===== config.mk =====
export PLATFORM = sky130hd
export DESIGN_NAME = lvds_tx_scheduler_flat
export DESIGN_NICKNAME = d
export VERILOG_FILES = /design/src/rtl/lvds_tx_scheduler_pkg.sv /design/src/rtl/lvds_tx_scheduler_if.sv /design/src/rtl/lvds_tx_scheduler_sample_buf.sv /design/src/rtl/lvds_tx_scheduler.sv /design/src/flat_wrapper.sv
export SDC_FILE = /design/constraint.sdc
export NUM_CORES = 1
export LEC_CHECK = 0
export CAP_MARGIN = 10
export CELL_PAD_IN_SITES_DETAIL_PLACEMENT = 0
export CELL_PAD_IN_SITES_GLOBAL_PLACEMENT = 1
export CORE_UTILIZATION = 38
export DETAILED_ROUTE_END_ITERATION = 7
export PLACE_DENSITY = 0.95
export SLEW_MARGIN = 20
export SYNTH_ARGS = -nofsm -noshare
export SYNTH_HDL_FRONTEND = slang
export SYNTH_SLANG_ARGS = --single-unit

===== constraint.sdc =====
create_clock -name clk -period 5.3 [get_ports clk]
set_input_delay 1.06 -clock clk [delete_from_list [all_inputs] [get_ports clk]]
set_output_delay 1.06 -clock clk [all_outputs]
set_load 0.02 [all_outputs]

===== src/rtl/lvds_tx_scheduler_pkg.sv =====
// lvds_tx_pkg: shared state encoding, frame constants and frame builder for the LVDS transmit scheduler
package lvds_tx_pkg;
    typedef enum logic [1:0] {IDLE, PREPARE, TRANSMIT, END} state_t;
    localparam logic [1:0] SYNC_HI = 2'b10;
    localparam logic [1:0] SYNC_LO = 2'b01;
    localparam logic [12:0] CW_VAL = 13'h0FFF;
    localparam logic [31:0] MARKER_WORD = {SYNC_HI, 14'b0, SYNC_LO, 14'b0};
    function automatic logic [31:0] build_frame(input logic [12:0] i, input logic [12:0] q);
        return {SYNC_HI, i, 1'b1, SYNC_LO, q, 1'b0};
    endfunction
endpackage


===== src/rtl/lvds_tx_scheduler_if.sv =====
// lvds_tx_scheduler_if: slot, control, generator and status signals of the transmit scheduler
interface lvds_tx_scheduler_if #(parameter int SAMPLE_W = 13);
    logic i_slot, i_transmit, i_abort, i_reg_cw;
    logic o_gen_enable, i_gen_valid, i_gen_last;
    logic [SAMPLE_W-1:0] i_gen_i, i_gen_q;
    logic [31:0] o_tx_data;
    logic o_busy, o_msg_done, o_overflow;
    logic [7:0] o_underrun_cnt;
    modport master (
        output i_slot, i_transmit, i_abort, i_reg_cw, i_gen_valid, i_gen_last, i_gen_i, i_gen_q,
        input o_gen_enable, o_tx_data, o_busy, o_msg_done, o_overflow, o_underrun_cnt
    );
    modport slave (
        input i_slot, i_transmit, i_abort, i_reg_cw, i_gen_valid, i_gen_last, i_gen_i, i_gen_q,
        output o_gen_enable, o_tx_data, o_busy, o_msg_done, o_overflow, o_underrun_cnt
    );
endinterface


===== src/rtl/lvds_tx_scheduler_sample_buf.sv =====
// tx_sample_buf: one-entry sample holding register; a write while full is dropped and flagged sticky
module tx_sample_buf #(
    parameter int W = 27
) (
    input  logic         clk,
    input  logic         reset,
    input  logic         wr,
    input  logic [W-1:0] din,
    input  logic         rd,
    output logic         full,
    output logic [W-1:0] dout,
    output logic         overflow
);
    always_ff @(posedge clk) begin
        if (reset) begin
            full <= 1'b0;
            dout <= '0;
            overflow <= 1'b0;
        end else begin
            if (wr && full) overflow <= 1'b1;
            if (wr && !full) begin
                dout <= din;
                full <= 1'b1;
            end else if (rd) full <= 1'b0;
        end
    end
endmodule


===== src/rtl/lvds_tx_scheduler.sv =====
// lvds_tx_scheduler: per word-slot choice of idle, I/Q data or end marker for the LVDS transmitter
module lvds_tx_scheduler
    import lvds_tx_pkg::*;
#(
    parameter int SAMPLE_W = 13,
    parameter int PREP_SLOTS = 4
) (
    input logic clk,
    input logic reset,
    lvds_tx_scheduler_if.slave bus
);
    state_t state;
    logic [3:0] cnt;
    logic slot_d, tx_d, start_pend, abort_pend, last_seen;
    logic slot_pe, buf_full, buf_last, buf_rd;
    logic [SAMPLE_W-1:0] buf_i, buf_q;
    logic [31:0] data_word;
    assign slot_pe = bus.i_slot && !slot_d;
    assign bus.o_busy = state != IDLE;
    assign buf_rd = slot_pe && state == PREPARE && !abort_pend && cnt == 4'(PREP_SLOTS - 1) && buf_full;
    assign data_word = bus.i_reg_cw ? build_frame(CW_VAL, CW_VAL) : build_frame(buf_i, buf_q);
    tx_sample_buf #(.W(2 * SAMPLE_W + 1)) u_buf (
        .clk(clk),
        .reset(reset),
        .wr(bus.i_gen_valid),
        .din({bus.i_gen_last, bus.i_gen_i, bus.i_gen_q}),
        .rd(buf_rd),
        .full(buf_full),
        .dout({buf_last, buf_i, buf_q}),
        .overflow(bus.o_overflow)
    );
    // Latches run every cycle; case branches below override them on slot strobes
    always_ff @(posedge clk) begin
        if (reset) begin
            state <= IDLE;
            cnt <= '0;
            slot_d <= 1'b0;
            tx_d <= 1'b0;
            start_pend <= 1'b0;
            abort_pend <= 1'b0;
            last_seen <= 1'b0;
            bus.o_tx_data <= '0;
            bus.o_gen_enable <= 1'b0;
            bus.o_msg_done <= 1'b0;
            bus.o_underrun_cnt <= '0;
        end else begin
            slot_d <= bus.i_slot;
            tx_d <= bus.i_transmit;
            bus.o_gen_enable <= 1'b0;
            bus.o_msg_done <= 1'b0;
            start_pend <= (start_pend && !(slot_pe && state == IDLE)) || (bus.i_transmit && !tx_d);
            abort_pend <= state != IDLE && (abort_pend || bus.i_abort);
            if (slot_pe) begin
                bus.o_tx_data <= '0;
                unique case (state)
                    IDLE: if (start_pend) begin
                        state <= PREPARE;
                        cnt <= '0;
                        last_seen <= 1'b0;
                        bus.o_gen_enable <= 1'b1;
                    end
                    PREPARE: if (abort_pend) begin
                        bus.o_tx_data <= MARKER_WORD;
                        state <= END;
                        abort_pend <= 1'b0;
                    end else if (cnt != 4'(PREP_SLOTS - 1)) cnt <= cnt + 4'd1;
                    else if (buf_full) begin
                        bus.o_tx_data <= data_word;
                        last_seen <= buf_last;
                        state <= TRANSMIT;
                    end else if (bus.o_underrun_cnt != 8'hFF) bus.o_underrun_cnt <= bus.o_underrun_cnt + 8'd1;
                    TRANSMIT: if (last_seen || abort_pend) begin
                        bus.o_tx_data <= MARKER_WORD;
                        state <= END;
                        abort_pend <= 1'b0;
                    end else begin
                        state <= PREPARE;
                        cnt <= '0;
                        bus.o_gen_enable <= 1'b1;
                    end
                    END: begin
                        state <= IDLE;
                        abort_pend <= 1'b0;
                        bus.o_msg_done <= 1'b1;
                    end
                endcase
            end
        end
    end
endmodule


===== src/flat_wrapper.sv =====
// flat-port wrapper written by rule: the top's interface ports become plain ports
module lvds_tx_scheduler_flat import lvds_tx_pkg::*;
#(
    parameter int SAMPLE_W = 13,
    parameter int PREP_SLOTS = 4
)
  (clk, reset, bus_i_slot, bus_i_transmit, bus_i_abort, bus_i_reg_cw, bus_i_gen_valid, bus_i_gen_last, bus_i_gen_i, bus_i_gen_q, bus_o_gen_enable, bus_o_tx_data, bus_o_busy, bus_o_msg_done, bus_o_overflow, bus_o_underrun_cnt);
  lvds_tx_scheduler_if #(.SAMPLE_W(SAMPLE_W)) bus_i ();
  input logic clk;
  input logic reset;
  input wire logic [$bits(bus_i.i_slot)-1:0] bus_i_slot;
  input wire logic [$bits(bus_i.i_transmit)-1:0] bus_i_transmit;
  input wire logic [$bits(bus_i.i_abort)-1:0] bus_i_abort;
  input wire logic [$bits(bus_i.i_reg_cw)-1:0] bus_i_reg_cw;
  input wire logic [$bits(bus_i.i_gen_valid)-1:0] bus_i_gen_valid;
  input wire logic [$bits(bus_i.i_gen_last)-1:0] bus_i_gen_last;
  input wire logic [$bits(bus_i.i_gen_i)-1:0] bus_i_gen_i;
  input wire logic [$bits(bus_i.i_gen_q)-1:0] bus_i_gen_q;
  output wire logic [$bits(bus_i.o_gen_enable)-1:0] bus_o_gen_enable;
  output wire logic [$bits(bus_i.o_tx_data)-1:0] bus_o_tx_data;
  output wire logic [$bits(bus_i.o_busy)-1:0] bus_o_busy;
  output wire logic [$bits(bus_i.o_msg_done)-1:0] bus_o_msg_done;
  output wire logic [$bits(bus_i.o_overflow)-1:0] bus_o_overflow;
  output wire logic [$bits(bus_i.o_underrun_cnt)-1:0] bus_o_underrun_cnt;
  assign bus_i.i_slot = bus_i_slot;
  assign bus_i.i_transmit = bus_i_transmit;
  assign bus_i.i_abort = bus_i_abort;
  assign bus_i.i_reg_cw = bus_i_reg_cw;
  assign bus_i.i_gen_valid = bus_i_gen_valid;
  assign bus_i.i_gen_last = bus_i_gen_last;
  assign bus_i.i_gen_i = bus_i_gen_i;
  assign bus_i.i_gen_q = bus_i_gen_q;
  assign bus_o_gen_enable = bus_i.o_gen_enable;
  assign bus_o_tx_data = bus_i.o_tx_data;
  assign bus_o_busy = bus_i.o_busy;
  assign bus_o_msg_done = bus_i.o_msg_done;
  assign bus_o_overflow = bus_i.o_overflow;
  assign bus_o_underrun_cnt = bus_i.o_underrun_cnt;
  lvds_tx_scheduler #(.SAMPLE_W(SAMPLE_W), .PREP_SLOTS(PREP_SLOTS)) u_core (.clk(clk), .reset(reset), .bus(bus_i));
endmodule

# Word-level counts from Yosys, hierarchy flattened
# Cells that the tools add are included.
# W data, S select, Z words.
# word_totals
inputBits	34
output_inout_bits	44
regBits	82
# op_classes
add_sub_neg	2
eq_ne	14
bitwise_logic	4
reduce_logical	29
mux	32
# op_table
cell	n
$mux W32	4
$pmux W32 S2	1
$mux W30	1
$reduce_and A6 Y1	3
$mux W4	4
$mux W1	12
$pmux W4 S3	1
$logic_and A1 B1 Y1	11
$mux W2	5
$ne A2 B2 Y1 const B	5
$add A8 B1 Y8 const B	1
$ne A8 B8 Y1 const B	1
$pmux W2 S4	1
$ne A3 B2 Y1 const B	2
$reduce_bool A2 Y1	3
$logic_not A1 Y1	5
$add A4 B1 Y4 const B	1
$eq A2 B2 Y1 const B	2
$eq A4 B2 Y1 const B	1
$ne A4 B2 Y1 const B	1
$not A1 Y1	4
$pmux W1 S2	2
$reduce_and A4 Y1	1
$logic_or A1 B1 Y1	3
other kinds (6)	6

# Depth between registers and ports, before layout
# logic_depth
depth_word	8
depth_mapped	7
ltp_nobuf	6

# Hierarchy
# Synthesis repeated with hierarchy kept, for this count alone.
# unflattened
cells_unflattened	377
area_unflattened_um2	3509.6
# by_module_without_submodules
mod	n_inst	cells_each	area_each_um2	seq_area_each_um2
lvds_tx_scheduler	1	247	2102.0	980.9
tx_sample_buf	1	130	1407.6	580.6

# Least setup slack after synthesis
# OpenSTA, ideal clock, no wires.
# synth_timing
kind	input to register
start	input bus_i_slot
end	register u_core.bus.o_underrun_cnt[5]
path_slack_ns	3.213
arrival_ns	1.955
path_buffers	1
cell_stages	5
path_cell_list	and4bb_4 nand2_2 buf_2 o41ai_1 a21oi_1
# synth_via
elab_chain_len	2
# synth_lines
element	line_no	rtl
start, declared	flat_wrapper.sv:11	input wire logic [$bits(bus_i.i_slot)-1:0] bus_i_slot;
$logic_and A1 B1 Y1	lvds_tx_scheduler.sv:18	assign slot_pe = bus.i_slot && !slot_d;
$reduce_and A6 Y1 (no source line)	n/a	
end signal, assigned	lvds_tx_scheduler.sv:71	end else if (bus.o_underrun_cnt != 8'hFF) bus.o_underrun_cnt <= bus.o_underrun_cnt + 8'd1;
end, declared	lvds_tx_scheduler_if.sv:15	output o_gen_enable, o_tx_data, o_busy, o_msg_done, o_overflow, o_underrun_cnt
# Every way passes these cells.
# A chain may end at the register's enable or synchronous reset.

# Worst setup path in the final report
# layout_timing
start	input bus_i_slot
end	register u_core.bus.o_tx_data[13]
# layout_via
elab_chain_len	1
# layout_lines
element	line_no	rtl
$logic_and A1 B1 Y1	lvds_tx_scheduler.sv:18	
end signal, assigned	lvds_tx_scheduler.sv:68	bus.o_tx_data <= data_word;
end, declared	lvds_tx_scheduler_if.sv:15	
# Every way passes these cells.

==> run metrics <==
RSZ-0062 raised after global routing=false; Post-synth EDFFs=0; root buffer cell=clkbuf_8; DR DRC count=0; maximum fanout along the worst path=24; Area growth syn-to-layout=30.8%; Worst Setup End Kind=flop; CTS clk-pin slew, worst paths=0.09 ns; required time worst endpoint=5.59 ns; Crit-path slowest cell=nand4_1; Starting Density=between 30% and 40%; Max clock buf depth=2; placed cell area=0.00390 mm²; CP Buf/Inv Count=1; via count=2823; first-pass GRT wire length=12.2 mm; Post-Synthesis Cells=378; Worst EP arrival=3.30 ns; crit path kind=primary input to flop; mapped cell area=0.00314 mm²; # setup viols final=0; share of cells above drive strength 1=5.38%; setup repair bufs after CTS=0; CP Cell Sequence=clkdlybuf4s50_1 -> and4bb_4 -> nand4_1 -> nor2_1 -> a22o_1; vias in the first global route=around 2700; Worst Tran Pin Value=between 1 and 1.5 ns; register area share after synthesis=49.8%; IR drop worst, VDD=around 0.00011 V; Final Critical Period=between 3 and 4 ns; power per cell area=274 mW/mm²; vias per cell=5.15; skew final=0.0119 ns; gpl congestion=0.859; largest net degree at the start of global routing=53; Post-Layout Inst Area=~0.0041 mm²; CTS tree=yes; Yosys cell types=47; Mapped Avg Cell Area=8.30 µm²; initial antenna violation count=0; Final HPWL DP=around 5.0 mm; cell family with most CP delay=simple AND/OR/NAND/NOR gates; Yosys reg bits=slightly below 80; leakage power=around 1.5 nW; GRT Total Usage=around 18%; Worst Hold End=u_core.bus.o_tx_data[11]$_SDFFE_PP0N_; post-route ant nets=0; port buffer count=74; Hold Path Stages=2; Top Ports=78; reg-to-reg endpoint=u_core.bus.o_tx_data[13]$_SDFFE_PP0N_; reg2reg start=u_core.state[1]$_SDFFE_PP0P_; Hold Path Origin=u_core.bus.o_tx_data[11]$_SDFFE_PP0N_; f_max=333 MHz; Die W=92.9 µm; multi-input logic area=0.00146 mm²; total core area=0.00785 mm²; register area=around 0.0016 mm²; Filler cells=759; CTS Hold Buffers Added=0; drt wl/cell=13.6 µm; synth warn=0; asr flop ratio synth=0%; Max Cap Viol=0; Final Max Slew Viols=0; outcome=completed; final WL=between 7 and 8 mm; die area=0.00862 mm²; num rows=32; Final Hold Fails=0; PostCTS Resize Cnt=0; Worst setup SP type=primary input; Worst slew margin=31.0%; crit share post-route=56.7%; H-Tree Depth=3; minimum setup slack among reg-to-reg paths=2.74 ns; fin nets=482; number of buffers created by CTS=9; Main synth FF type=dfxtp_1; initial drt markers=~200; crit-path max cell delay=a little over 0.8 ns; Hold/Removal Path Class=flop to flop; Chip Height=~93 µm; setup_tns=0 ns; worst skew pair latency=0.35 ns; clock sinks=78; remaining global-route overflow=0; Worst R2R Path Depth=6; Inserted Diodes=0; iteration count of the initial detailed-routing pass=5
[area by class of cell]
cell class	instances	area share [%]
multi-input combinational	270	35.5
timing repair buffer	75	18.2
inverter	7	0.641
clock inverter	6	1.13
clock buffer	10	3.36
sequential	78	38.1
tap	102	3.11
[flip-flops by register name, summed over array words and instances (netlist names)]
register / flops
u_core.start_pend: 1
u_core.bus.o_tx_data: 28
u_core.cnt: 4
u_core.bus.o_gen_enable: 1
u_core.tx_d: 1
u_core.u_buf.overflow: 1
u_core.state: 2
u_core.bus.o_msg_done: 1
u_core.slot_d: 1
u_core.abort_pend: 1
u_core.last_seen: 1
u_core.u_buf.dout: 27
u_core.u_buf.full: 1
u_core.bus.o_underrun_cnt: 8
[metal layers]
metal / vias up / GRT usage (%) / wire length [µm]
li1: 1419 / - / -
met1: 1311 / 22.4 / 3470
met2: 86 / 29.8 / 3560
met3: 7 / 3.20 / 359
met4: 0 / 7.44 / 80
met5: - / 0 / 0
[worst min-delay path: stages, from the launching register on]
cell	delay, ns
dfxtp_1	0.31
nand2_1	0.05
o21ai_1	0.05
[report_power, final]
group | leakage [nW] | switching, W | internal, W
clock network | 0.0889 | 0.000222 | 0.000185
logic | 0.747 | 0.0000596 | 0.0000469
registers | 0.634 | 0.0000102 | 0.000601
total | 1.47 | 0.000292 | 0.000833
[cell usage after synthesis (3+ instances only)]
master	instances	share of area, %
nor3b_1	3	0.72
ha_1	7	2.8
inv_1	7	0.84
nor2b_1	8	1.6
o21ai_0	12	1.9
a21oi_1	40	6.4
nand2b_1	8	1.6
or4_1	4	0.96
nor2_1	32	3.8
o31ai_1	5	1.2
clkbuf_1	16	1.9
nand2_1	84	10
dfxtp_1	78	50
buf_1	3	0.36
buf_4	4	0.96
nand3_1	4	0.64
nand4_1	3	0.60
a22o_1	3	0.84
o21ai_1	17	2.7
[placed cells by master (no fill, tap or decap), drive strengths merged, types with 4 or more instances in the layout]
cell,n
or4,4
nand3,4
dfxtp,78
nand2b,8
o31ai,5
clkbuf,10
ha,7
o21ai,29
nor2,32
nor2b,8
inv,8
a21oi,40
nand2,85
clkdlybuf4s50,73
[cells by family (layout without fill, tap and decap cells)]
group	after synthesis	count (layout)	synth area share (%)
and+or+nand+nor	164	164	24.9
buffers and inverters	32	98	4.39
adders and majority gates	7	7	2.79
AOI/OAI and AO/OA	96	96	18.1
DFF	78	78	49.8
other	1	3	0.120
[worst max path at each step]
stage | start | to | slack, ns | depth (start not counted)
after global placement | bus_i_slot | u_core.bus.o_tx_data[29]$_SDFFE_PP0N_ | 2.02 | 5
after detailed placement | bus_i_slot | u_core.bus.o_tx_data[29]$_SDFFE_PP0N_ | 1.96 | 5
after CTS | bus_i_slot | u_core.bus.o_tx_data[13]$_SDFFE_PP0N_ | 2.32 | 5
final | bus_i_slot | u_core.bus.o_tx_data[13]$_SDFFE_PP0N_ | 2.30 | 5
after global routing | bus_i_slot | u_core.bus.o_tx_data[13]$_SDFFE_PP0N_ | 2.13 | 5
after floorplan | bus_i_slot | u_core.bus.o_underrun_cnt[5]$_SDFFE_PP0P_ | 3.21 | 5
[metrics by stage]
| stage | power (W) | utilization, % | setup slack (ns) | instances | hold WS, ns |
|---|---|---|---|---|---|
| 3_3_place_gp | 0.000728 | 49.7 | 2.02 | 531 | 0.436 |
| 2_1_floorplan | 0.000686 | - | 3.21 | 380 | 0.433 |
| 6_report | 0.00112 | 52.3 | 2.30 | 548 | 0.445 |
| 3_5_place_dp | 0.000730 | 49.7 | 1.96 | 531 | 0.438 |
| 4_1_cts | 0.00113 | 52.1 | 2.32 | 547 | 0.449 |
| 5_1_grt | 0.00117 | 52.3 | 2.13 | 548 | 0.471 |
Power figures use the tool's default switching activity.
